### src/rtl/mac_vector_driver_if.sv
// rtl/mac_vector_driver_if.sv - stream, MAC-side and result signals of mac_vector_driver
interface mac_vector_driver_if #(
  parameter int WIDTH     = 10,
  parameter int OUT_WIDTH = 20
);
  // upstream operand-pair stream
  logic                        s_valid;
  logic                        s_ready;
  logic signed [WIDTH-1:0]     s_a;
  logic signed [WIDTH-1:0]     s_b;
  // MAC input side (driven by the driver)
  logic                        mac_clr;
  logic                        mac_valid;
  logic signed [WIDTH-1:0]     mac_a;
  logic signed [WIDTH-1:0]     mac_b;
  // MAC output side (observed by the driver)
  logic                        mac_valid_out;
  logic signed [OUT_WIDTH-1:0] mac_f;
  // downstream result stream
  logic                        m_valid;
  logic                        m_ready;
  logic signed [OUT_WIDTH-1:0] m_data;

  // the driver itself
  modport slave (
    input  s_valid, s_a, s_b, mac_valid_out, mac_f, m_ready,
    output s_ready, mac_clr, mac_valid, mac_a, mac_b, m_valid, m_data
  );

  // the environment around the driver (source, MAC, sink)
  modport master (
    output s_valid, s_a, s_b, mac_valid_out, mac_f, m_ready,
    input  s_ready, mac_clr, mac_valid, mac_a, mac_b, m_valid, m_data
  );
endinterface

### src/rtl/mac_vector_driver.sv
// rtl/mac_vector_driver.sv - buffers a vector of operand pairs, sequences it through a pipelined MAC, returns the dot product
module mac_vector_driver #(
  parameter int WIDTH     = 10,
  parameter int OUT_WIDTH = 20,
  parameter int LENGTH    = 4
) (
  input  logic               clk,
  input  logic               reset,
  mac_vector_driver_if.slave bus
);

  // counters must be able to hold LENGTH itself; buffer index only needs 0..LENGTH-1
  localparam int CW = $clog2(LENGTH + 1);
  localparam int IW = (LENGTH > 1) ? $clog2(LENGTH) : 1;
  localparam logic [CW-1:0] LAST = CW'(LENGTH - 1);

  typedef enum logic [2:0] {
    ST_LOAD   = 3'd0,
    ST_CLEAR  = 3'd1,
    ST_ISSUE  = 3'd2,
    ST_DRAIN  = 3'd3,
    ST_OUTPUT = 3'd4
  } state_t;

  state_t state;
  state_t next_state;

  logic [CW-1:0]               wr_cnt;
  logic [CW-1:0]               rd_cnt;
  logic [CW-1:0]               vo_cnt;
  logic signed [OUT_WIDTH-1:0] result;

  logic signed [WIDTH-1:0]     buf_a [LENGTH];
  logic signed [WIDTH-1:0]     buf_b [LENGTH];

  logic [IW-1:0] wr_idx;
  logic [IW-1:0] rd_idx;

  assign wr_idx = wr_cnt[IW-1:0];
  assign rd_idx = rd_cnt[IW-1:0];

  // state register
  always_ff @(posedge clk) begin
    if (reset) begin
      state <= ST_LOAD;
    end else begin
      state <= next_state;
    end
  end

  // operand buffer: written only in LOAD, where s_ready is high so every s_valid is a beat
  always_ff @(posedge clk) begin
    if (!reset && state == ST_LOAD && bus.s_valid) begin
      buf_a[wr_idx] <= bus.s_a;
      buf_b[wr_idx] <= bus.s_b;
    end
  end

  // load, issue and MAC-result counters plus the captured dot product
  always_ff @(posedge clk) begin
    if (reset) begin
      wr_cnt <= '0;
      rd_cnt <= '0;
      vo_cnt <= '0;
      result <= '0;
    end else begin
      case (state)
        ST_LOAD: begin
          if (bus.s_valid) begin
            wr_cnt <= (wr_cnt == LAST) ? '0 : wr_cnt + 1'b1;
          end
        end
        ST_CLEAR: begin
          vo_cnt <= '0;
        end
        ST_ISSUE: begin
          rd_cnt <= (rd_cnt == LAST) ? '0 : rd_cnt + 1'b1;
          // a very short MAC pipeline may already answer while we are still issuing
          if (bus.mac_valid_out) begin
            vo_cnt <= vo_cnt + 1'b1;
          end
        end
        ST_DRAIN: begin
          if (bus.mac_valid_out) begin
            vo_cnt <= vo_cnt + 1'b1;
            // the final pulse carries the complete accumulation
            if (vo_cnt == LAST) begin
              result <= bus.mac_f;
            end
          end
        end
        default: begin
          // OUTPUT holds everything; stray MAC pulses here are ignored
        end
      endcase
    end
  end

  // next-state decode and register-derived outputs, forced low while reset is asserted
  always_comb begin
    next_state    = state;
    bus.s_ready   = 1'b0;
    bus.mac_clr   = 1'b0;
    bus.mac_valid = 1'b0;
    bus.mac_a     = '0;
    bus.mac_b     = '0;
    bus.m_valid   = 1'b0;
    bus.m_data    = '0;

    case (state)
      ST_LOAD: begin
        if (bus.s_valid && wr_cnt == LAST) begin
          next_state = ST_CLEAR;
        end
      end
      ST_CLEAR: begin
        next_state = ST_ISSUE;
      end
      ST_ISSUE: begin
        if (rd_cnt == LAST) begin
          next_state = ST_DRAIN;
        end
      end
      ST_DRAIN: begin
        if (bus.mac_valid_out && vo_cnt == LAST) begin
          next_state = ST_OUTPUT;
        end
      end
      ST_OUTPUT: begin
        if (bus.m_ready) begin
          next_state = ST_LOAD;
        end
      end
      default: begin
        next_state = ST_LOAD;
      end
    endcase

    if (!reset) begin
      case (state)
        ST_LOAD: begin
          bus.s_ready = 1'b1;
        end
        ST_CLEAR: begin
          bus.mac_clr = 1'b1;
        end
        ST_ISSUE: begin
          bus.mac_valid = 1'b1;
          bus.mac_a     = buf_a[rd_idx];
          bus.mac_b     = buf_b[rd_idx];
        end
        ST_OUTPUT: begin
          bus.m_valid = 1'b1;
          bus.m_data  = result;
        end
        default: begin
          // DRAIN drives nothing
        end
      endcase
    end
  end

endmodule

### src/flat_wrapper.sv
// flat-port wrapper written by rule: the top's interface ports become plain ports
module mac_vector_driver_flat 
#(
  parameter int WIDTH     = 10,
  parameter int OUT_WIDTH = 20,
  parameter int LENGTH    = 4
)
  (clk, reset, bus_s_valid, bus_s_a, bus_s_b, bus_mac_valid_out, bus_mac_f, bus_m_ready, bus_s_ready, bus_mac_clr, bus_mac_valid, bus_mac_a, bus_mac_b, bus_m_valid, bus_m_data);
  mac_vector_driver_if #(.WIDTH(WIDTH), .OUT_WIDTH(OUT_WIDTH)) bus_i ();
  input  logic clk;
  input  logic reset;
  input wire logic [$bits(bus_i.s_valid)-1:0] bus_s_valid;
  input wire logic [$bits(bus_i.s_a)-1:0] bus_s_a;
  input wire logic [$bits(bus_i.s_b)-1:0] bus_s_b;
  input wire logic [$bits(bus_i.mac_valid_out)-1:0] bus_mac_valid_out;
  input wire logic [$bits(bus_i.mac_f)-1:0] bus_mac_f;
  input wire logic [$bits(bus_i.m_ready)-1:0] bus_m_ready;
  output wire logic [$bits(bus_i.s_ready)-1:0] bus_s_ready;
  output wire logic [$bits(bus_i.mac_clr)-1:0] bus_mac_clr;
  output wire logic [$bits(bus_i.mac_valid)-1:0] bus_mac_valid;
  output wire logic [$bits(bus_i.mac_a)-1:0] bus_mac_a;
  output wire logic [$bits(bus_i.mac_b)-1:0] bus_mac_b;
  output wire logic [$bits(bus_i.m_valid)-1:0] bus_m_valid;
  output wire logic [$bits(bus_i.m_data)-1:0] bus_m_data;
  assign bus_i.s_valid = bus_s_valid;
  assign bus_i.s_a = bus_s_a;
  assign bus_i.s_b = bus_s_b;
  assign bus_i.mac_valid_out = bus_mac_valid_out;
  assign bus_i.mac_f = bus_mac_f;
  assign bus_i.m_ready = bus_m_ready;
  assign bus_s_ready = bus_i.s_ready;
  assign bus_mac_clr = bus_i.mac_clr;
  assign bus_mac_valid = bus_i.mac_valid;
  assign bus_mac_a = bus_i.mac_a;
  assign bus_mac_b = bus_i.mac_b;
  assign bus_m_valid = bus_i.m_valid;
  assign bus_m_data = bus_i.m_data;
  mac_vector_driver #(.WIDTH(WIDTH), .OUT_WIDTH(OUT_WIDTH), .LENGTH(LENGTH)) u_core (.clk(clk), .reset(reset), .bus(bus_i));
endmodule
### config.mk
export PLATFORM = sky130hd
export DESIGN_NAME = mac_vector_driver_flat
export DESIGN_NICKNAME = d
export VERILOG_FILES = /design/src/rtl/mac_vector_driver_if.sv /design/src/rtl/mac_vector_driver.sv /design/src/flat_wrapper.sv
export SDC_FILE = /design/constraint.sdc
export NUM_CORES = 1
export LEC_CHECK = 0
export CORE_UTILIZATION = 52
export DETAILED_ROUTE_END_ITERATION = 8
export PLACE_DENSITY = 0.8
export SLEW_MARGIN = 10
export SYNTH_ARGS = -nofsm -noshare
export SYNTH_HDL_FRONTEND = slang
export SYNTH_SLANG_ARGS = --single-unit
### constraint.sdc
create_clock -name clk -period 2.65 [get_ports clk]
set_clock_uncertainty 0.15 [all_clocks]
set_input_delay 0.6625 -clock clk [delete_from_list [all_inputs] [get_ports clk]]
set_output_delay 0.6625 -clock clk [all_outputs]
set_load 0.03 [all_outputs]
==> flow_summary.toml, run 1 <==
[run_status]
outcome = "complete, but fails checks"
violations = "setup timing"

[layout]
instances_no_fill = 562
final_cell_area_sq_um = 6555
drive_above_1_share_pct = 33.92
antennaDiodeCount = 0
nets = 493
utilization_pct = 75.53
syn2layout_area_growth_pct = 41.59

[critical_path]
crit_type = "reg -> out"
critPathCaptureType = "output port"
cp.required_ns = 1.84
path_max_fanout = 5
startpoint_type = "register"
crit_arrival_ns = 1.92
rrSetupSlack_ns = 0.82
worstReg2RegStart = "u_core.state[0]"

[drt]
wl_per_cell_um = 18.16
antenna_left = 0
via_per_inst = 5.331
drc = 0
routed-via-count = 2996
wl_mm = 10.21
drt_first_pass_iters = 5
drt-initial-drc-count = 109

[grt]
busiest_layer = "met2"
grt_pass1_vias = 2908
grt_use_met3_pct = 6.556
grt_antenna_before_repair = 0
grt_max_degree = 27
grt_use_met1_pct = 26.88
met2_usage_pct = 40.25
grt_pass1_wl_mm = 14.90
track_usage_pct = 22.73
gr-total-overflow = 0

[floorplan]
die_area_sq_um = 9284
rows = 34
die_width_um = 96.36
core_area_sq_um = 8678
die_h_um = 96.36
start_util_pct = 53.34
io_pins = 89

[place]
place_ws_ns = -0.1900
dp_hpwl_mm = 5.507
routabilityCongestion = 0.7825
dpl_cell_area_sq_um = 5684
dp_cells = 525
portBuffers = 88

[cts]
cts_buffer_depth = 2
hold_buffers = 0
clock_sinks = 114
root_buffer = "clkbuf_8"
numCtsBuffers = 17
cts_max_level = 4
clk_pin_slew_ns = 0.06
cts_tree = "built"
clock_latency_ns = 0.51

[yosys]
synthCells = 329
synthAdderAreaFrac_pct = 1.892
synth_area_per_cell_sq_um = 14.07
synth_top_area_cell = "edfxtp_1"
synth_compound_gate_area_share_pct = 4.541
synth_simple_gate_area_share_pct = 13.78
synth_common_cells = "edfxtp_1 (80), nand2_1 (49), dfxtp_1 (34)"
synthFlopType = "edfxtp_1"
yosys.area.top_type_share_pct = 51.89
yosysWarnings = 0
ys_types = 35
synth-xor-area-share_pct = 0.1892
ys_ff_latch = 114
synth_edf_count = 80
yosysMostFrequentCell = "edfxtp_1"
netlist_area_sq_um = 4629
synth.area.mux_share_pct = 10.41
async_flop_share_pct = 0
yosysSeqAreaShare_pct = 66.59
synth_area_leaders = "edfxtp_1 (52%), dfxtp_1 (15%), mux4_2 (9.7%)"
synth_top_family_by_area = "simple AND/OR/NAND/NOR gates"
syn-num-nets = 381

[power_and_ir_drop]
max-vdd-ir-drop_mv = 0.5013
p_per_area_nw_per_um2 = 680.0
p_leak_nw = 2.358
p_switching_uw = 884.2
p_comb_share_pct = 3.8
seqPwrFrac_pct = 43.7
switching_share_pct = 19.84
p_clk_share_pct = 52.5
intPower_mw = 3.573
p_total_mw = 4.458

[timing]
fin_crit_ns = 2.731
setup_violations = 20
hold_viol = 0
relSlewSlack_pct = 78.09
finalSetupTns_ns = -1.136
period_share_pct = 103.0
tightest_slew_ns = 0.3273
worst_slack_ns = -0.08079
hold_slack_ns = 0.2828
final-max-slew-violation-count = 0
rsz0062_at_grt = "true"
fmax_mhz = 366.2

[job]
maxCapViolCount = 0

[hold_path]
min-delay-start = "u_core.wr_cnt[2]"
hold_path.class = "reg -> reg"
==> logic make-up after synthesis <==
family,Yosys count
compound gates,38
xor+xnor,1
fa+ha+maj,7
flops,114
simple gates,121
mux,23
buf+inv,25
==> metal layers <==
layer  vias up  share of wire, %
li1       1421                 -
met1      1445                40
met2       122                53
met3         8               7.2
met4         0              0.58
met5         -                 0
==> state kept, by name, indices dropped and copies added (netlist names), named ones only <==
signal,cells
u_core.buf_a,40
u_core.buf_b,40
u_core.result,20
u_core.rd_cnt,3
u_core.state,3
u_core.vo_cnt,3
u_core.wr_cnt,3
==> timing repair <==
action                                  CTS  global route
hold endpoints to repair                  0             0
buffers inserted                          0             0
gates cloned                              4             1
endpoints found under the setup margin   43            41
resized for setup                        36            22
pin swaps                                 1             1
==> worst paths after layout <==
| kind | endpoint | cells past startpoint |
|---|---|---|
| max reg2reg | u_core.buf_b[3][7] | 5 |
| min reg2reg | u_core.wr_cnt[2] | 2 |
| min | u_core.wr_cnt[2] | 2 |
| max | bus_mac_a[3] | 4 |
==> worst max-delay path, cell delays in order, from the launching register on <==
cell	delay [ns]
dfxtp_4	0.43
buf_16	0.15
mux4_2	0.52
nor2b_1	0.15
buf_4	0.16
==> placed cells by master (no fill, tap or decap), drive strengths merged <==
cell,n
buf,68
o21ai,3
edfxtp,80
nand3,5
nor3,3
mux2i,2
dfxtp,34
and2,20
nor2,6
o211ai,1
a21bo,1
a211oi,1
a311oi,1
nand3b,1
nand2,49
clkbuf,18
nor3b,1
or3,2
mux2,1
nor4,1
a21oi,30
clkdlybuf4s50,43
xor2,1
inv,8
bufinv,4
nor4b,1
clkinvlp,3
nor2b,22
ha,7
clkinv,6
mux4,20
nand4b,1
and3,4
a21o,1
nand2b,5
==> power by group through the flow <==
stage                     Combinational [mW]  Sequential [mW]  Clock (mW)
after floorplan                       0.0543             1.98           0
after global placement                 0.162             1.98           0
after detailed placement               0.165             1.99           0
after CTS                              0.169             1.95        2.36
after global routing                   0.182             1.95        2.44
final                                  0.169             1.95        2.34
==> final cells by class <==
class | instances | area (sq um)
inverter | 6 | 22.52
clock inverter | 15 | 209.0
timing repair buffer | 112 | 1174
tap | 108 | 135.1
fill | 486 | 2123
sequential | 114 | 3092
multi-input combinational | 190 | 1509
clock buffer | 17 | 414.1
(Power assumes the default switching activity.)
==> run 2, diff against run 1 <==
Settings changed: CORE_ASPECT_RATIO set to 2.
==> flow_summary.toml, run 2 (synthesis results as in run 1) <==
[timing]
rsz0062_at_grt = "true"
period_share_pct = 98.66
fmax_mhz = 382.5
hold_viol = 0
final-max-slew-violation-count = 0
setup_violations = 0
finalSetupTns_ns = 0
relSlewSlack_pct = 79.46
tightest_slew_ns = 0.3064
fin_crit_ns = 2.615

[layout]
utilization_pct = 72.95
layout_commonest_cell = "edfxtp_1"
regArea_sq_um = 3087
fillers = 562
nets = 489
largestRegisters = "u_core.buf_a: 40 flops, u_core.buf_b: 40 flops, u_core.result: 20 flops"
multiInputGateArea_sq_um = 1456
antennaDiodeCount = 0
layout_common_cells = "edfxtp_1 (80), buf_4 (54), nand2_1 (49), clkdlybuf4s50_1 (43), dfxtp_1 (33)"
syn2layout_area_growth_pct = 36.27
drive_above_1_share_pct = 27.78

[drt]
wl_mm = 9.169
wl_per_cell_um = 16.67
via_per_inst = 5.340
drt_first_pass_iters = 4
routed-via-count = 2937
antenna_left = 0
drc = 0
drt-initial-drc-count = 199

[floorplan]
core_area_sq_um = 8648
die_area_sq_um = 9307
rows = 48
die_h_um = 135.4
io_pins = 89
start_util_pct = 53.53
die_width_um = 68.72

[place]
portBuffers = 88
routabilityCongestion = 0.7696
dp_hpwl_mm = 6.030

[power_and_ir_drop]
p_per_area_nw_per_um2 = 681.2
p_leak_nw = 2.269
p_clk_share_pct = 50.7
p_total_mw = 4.297
p_comb_share_pct = 3.9
switching_share_pct = 18.79
p_switching_uw = 807.3
intPower_mw = 3.490
max-vdd-ir-drop_mv = 0.4601
seqPwrFrac_pct = 45.4

[cts]
cts_max_level = 4
cts_tree = "built"
hold_buffers = 0
clock_sinks = 114
numCtsBuffers = 17
root_buffer = "clkbuf_16"
clk_pin_slew_ns = 0.05
clock_latency_ns = 0.39
cts_setup_buffers = 0
cts_buffer_depth = 2

[run_status]
outcome = "completed"

[grt]
track_usage_pct = 21.73
grt_pass1_wl_mm = 14.30
gr-total-overflow = 0
grt_max_degree = 22
grt_antenna_before_repair = 0
grt_pass1_vias = 3020

[critical_path]
critPathCaptureType = "output port"
cp.required_ns = 1.84
crit_type = "reg -> out"
path_cells = "buf_12, mux4_2, nor2b_1, buf_4"
path_max_fanout = 10
cpPeakStageDelay_ns = 0.53
startpoint_type = "register"
cp_slowest_cell = "mux4_2"
crit_arrival_ns = 1.80

[hold_path]
hold_path.class = "reg -> reg"

[job]
maxCapViolCount = 0
## run 2: cell count changes in the layout (fill, tap and decap cells not counted), sizes merged
cell         previous run  this run
bufinv                  4         3
clkinv                  6        10
inv                     8         6
dlygate4sd2             0         1
clkinvlp                3         1
buf                    68        64
## run 2: final timing paths
| check | from | end | slack, ns | cells past startpoint |
|---|---|---|---|---|
| min reg2reg | u_core.wr_cnt[2] | u_core.wr_cnt[2] | 0.29 | 2 |
| min | u_core.wr_cnt[2] | u_core.wr_cnt[2] | 0.29 | 2 |
| max reg2reg | u_core.state[1] | u_core.buf_a[1][2] | 0.80 | 5 |
| max | register | bus_mac_a[6] | 0.04 | 4 |
## run 2: power groups by stage
stage / Combinational, mW / Sequential (mW) / Clock [mW]
detailed placement: 0.167 / 1.99 / 0
global placement: 0.162 / 1.98 / 0
finish: 0.166 / 1.95 / 2.18
CTS: 0.168 / 1.95 / 2.21
global route: 0.180 / 1.95 / 2.28
floorplan: 0.0543 / 1.98 / 0
## run 2: repair_timing
item | 4_1_cts | 5_1_grt
hold endpoints to repair | 0 | 0
gates cloned | 2 | 0
pin swaps | 1 | 0
setup endpoints to repair | 40 | 4
gates resized for setup | 9 | 1
## run 2: area by class of cell
type / instances / share of cell area, %
clock buffer: 18 / 6.803
clock inverter: 14 / 2.301
inverter: 6 / 0.3570
multi-input combinational: 190 / 23.09
sequential: 114 / 48.93
tap: 100 / 1.983
timing repair buffer: 108 / 16.54
## run 2: critical path, delay by kind of cell (launching register included)
family | cells | cell delay, ns
DFF | 1 | 0.39
buffers and inverters | 2 | 0.32
and+or+nand+nor | 1 | 0.15
muxes | 1 | 0.53
## run 2: through the flow
step                instance area [sq um]  instances  setup slack (ns)  hold slack [ns]
floorplan                            4634        329           0.06655           0.2587
global placement                     5679        516           -0.1334           0.2683
detailed placement                   5679        516           -0.1315           0.2825
CTS                                  6304        550           0.02459           0.2907
global route                         6309        550          -0.01952           0.3169
finish                               6309        550           0.03548           0.2865
## run 2: layer usage
layer / global-route usage [%] / routed length, um / part of all wire (%)
met3: 5.892 / 392 / 4.3
met5: 0 / 0 / 0
met2: 39.22 / 5351 / 58
met4: 10.32 / 162 / 1.8
met1: 21.87 / 3262 / 36
==> run 3, diff against run 2 <==
Settings changed: CORE_UTILIZATION 52 to 45, PLACE_DENSITY 0.8 to 0.71.
==> flow_summary.toml, run 3 (synthesis results as in run 1) <==
[critical_path]
r2r_end = "u_core.result[7]"
path_cells = "mux4_2, nor2b_1, buf_4, buf_12"
reg2reg_depth = 5
crit_type = "reg -> out"
crit_arrival_ns = 1.77
critPathCaptureType = "output port"
path_max_fanout = 4
startpoint_type = "register"
cp_slowest_cell = "mux4_2"
worstReg2RegStart = "u_core.state[1]"
rrSetupSlack_ns = 0.85
cp.required_ns = 1.84
cpPeakStageDelay_ns = 0.51

[hold_path]
hold_end = "u_core.result[18]"
min-delay-start = "u_core.result[18]"
min_path_cells = 2
hold_path.class = "reg -> reg"

[drt]
drt-initial-drc-count = 177
antenna_left = 0
routed-via-count = 3009
drc = 0
via_per_inst = 5.057
drt_first_pass_iters = 4
wl_per_cell_um = 16.45
wl_mm = 9.786

[place]
routabilityCongestion = 0.7570
portBuffers = 88
place_ws_ns = -0.1979
dp_hpwl_mm = 6.473

[cts]
cts_tree = "built"
cts_max_level = 4
hold_buffers = 0
clk_pin_slew_ns = 0.05
root_buffer = "clkbuf_16"
clock_latency_ns = 0.40
clock_sinks = 114
cts_buffer_depth = 2
numCtsBuffers = 17

[run_status]
outcome = "completed"

[layout]
utilization_pct = 64.66
drive_above_1_share_pct = 33.04
fillers = 746
layout_commonest_cell = "edfxtp_1"
syn2layout_area_growth_pct = 40.86
nets = 500
antennaDiodeCount = 0
layout_common_cells = "edfxtp_1 (80), nand2_1 (49), clkdlybuf4s50_1 (43), buf_4 (39), dfxtp_1 (32)"
largestRegisters = "u_core.buf_a: 40 flops, u_core.buf_b: 40 flops, u_core.result: 20 flops"

[timing]
setup_violations = 0
hold_viol = 0
relSlewSlack_pct = 82.88
fin_crit_ns = 2.585
final-max-slew-violation-count = 0
worst_slack_ns = 0.06515
period_share_pct = 97.54
fmax_mhz = 386.9
rsz0062_at_grt = "false"
tightest_slew_ns = 0.2551

[floorplan]
die_area_sq_um = 10720
rows = 52
start_util_pct = 45.91
die_h_um = 145.4
core_area_sq_um = 10080
io_pins = 89
die_width_um = 73.72

[job]
maxCapViolCount = 0

[grt]
grt_antenna_before_repair = 0
grt_pass1_vias = 3174
grt_pass1_wl_mm = 15.66
gr-total-overflow = 0
grt_max_degree = 35
track_usage_pct = 20.10

[power_and_ir_drop]
p_leak_nw = 2.344
max-vdd-ir-drop_mv = 0.4292
p_per_area_nw_per_um2 = 629.8
run 3: changes by cell type in the layout (fill, tap and decap cells not counted), moves of 2 or more:
| cell | before | now |
|---|---|---|
| buf_6 | 1 | 26 |
| clkinv_1 | 5 | 3 |
| and2_4 | 0 | 15 |
| and2_1 | 20 | 5 |
| bufinv_16 | 3 | 1 |
| buf_4 | 54 | 39 |
run 3: worst max-delay path by stage:
stage / from / to / slack [ns]
4_1_cts: u_core.state[1] / bus_mac_a[4] / 0.003
5_1_grt: register / bus_mac_a[7] / 0.001
2_1_floorplan: reset / bus_m_data[10] / 0.07
3_5_place_dp: reset / bus_m_data[6] / -0.20
6_report: register / bus_mac_b[5] / 0.07
3_3_place_gp: reset / bus_m_data[10] / -0.18
run 3: where the power goes:
part / switching [mW] / total, mW / internal (mW)
sequential: 0.00896 / 1.95 / 1.94
combinational: 0.0687 / 0.171 / 0.102
clock: 0.724 / 1.99 / 1.26
run 3: timing repair:
action / 4_1_cts / 5_1_grt
setup buffers: 3 / 0
pin swaps: 4 / 1
gates cloned: 3 / 1
resized for setup: 37 / 17
endpoints found under the setup margin: 42 / 35
run 3: worst max-delay path: cells and delay by family (launching register included):
family | cells | cell delay [ns]
buffers and inverters | 2 | 0.29
AND/OR/NAND/NOR | 1 | 0.17
multiplexers | 1 | 0.51
flip-flops | 1 | 0.40
run 3: final cells by class:
cell class	instances	area (sq um)	share of cell area, %
Sequential cell	114	3088	47.35
Timing Repair Buffer	119	1226	18.80
Clock buffer	19	432.9	6.639
Tap cell	135	168.9	2.590
Clock inverter	12	93.84	1.439
Inverter	6	22.52	0.3454
Multi-Input combinational cell	190	1489	22.83
run 3: routing by layer:
| metal | up-vias | part of all wire (%) | track usage (%) |
|---|---|---|---|
| met5 | - | 0 | 0 |
| met4 | 0 | 1.6 | 8.269 |
| met3 | 16 | 3.5 | 5.055 |
| met2 | 82 | 60 | 37.89 |
| met1 | 1477 | 35 | 19.73 |
| li1 | 1434 | - | - |
run 3: per-stage QoR:
stage               power, mW  area, sq um  cells  hold slack (ns)  TNS [ns]
floorplan               2.037         4634    329           0.2587         0
global placement        2.150         5781    557           0.2699    -5.759
detailed placement      2.155         5781    557           0.2929    -5.267
CTS                     4.154         6450    594           0.3006         0
global route            4.247         6521    595           0.3106         0
finish                  4.107         6521    595           0.3039         0
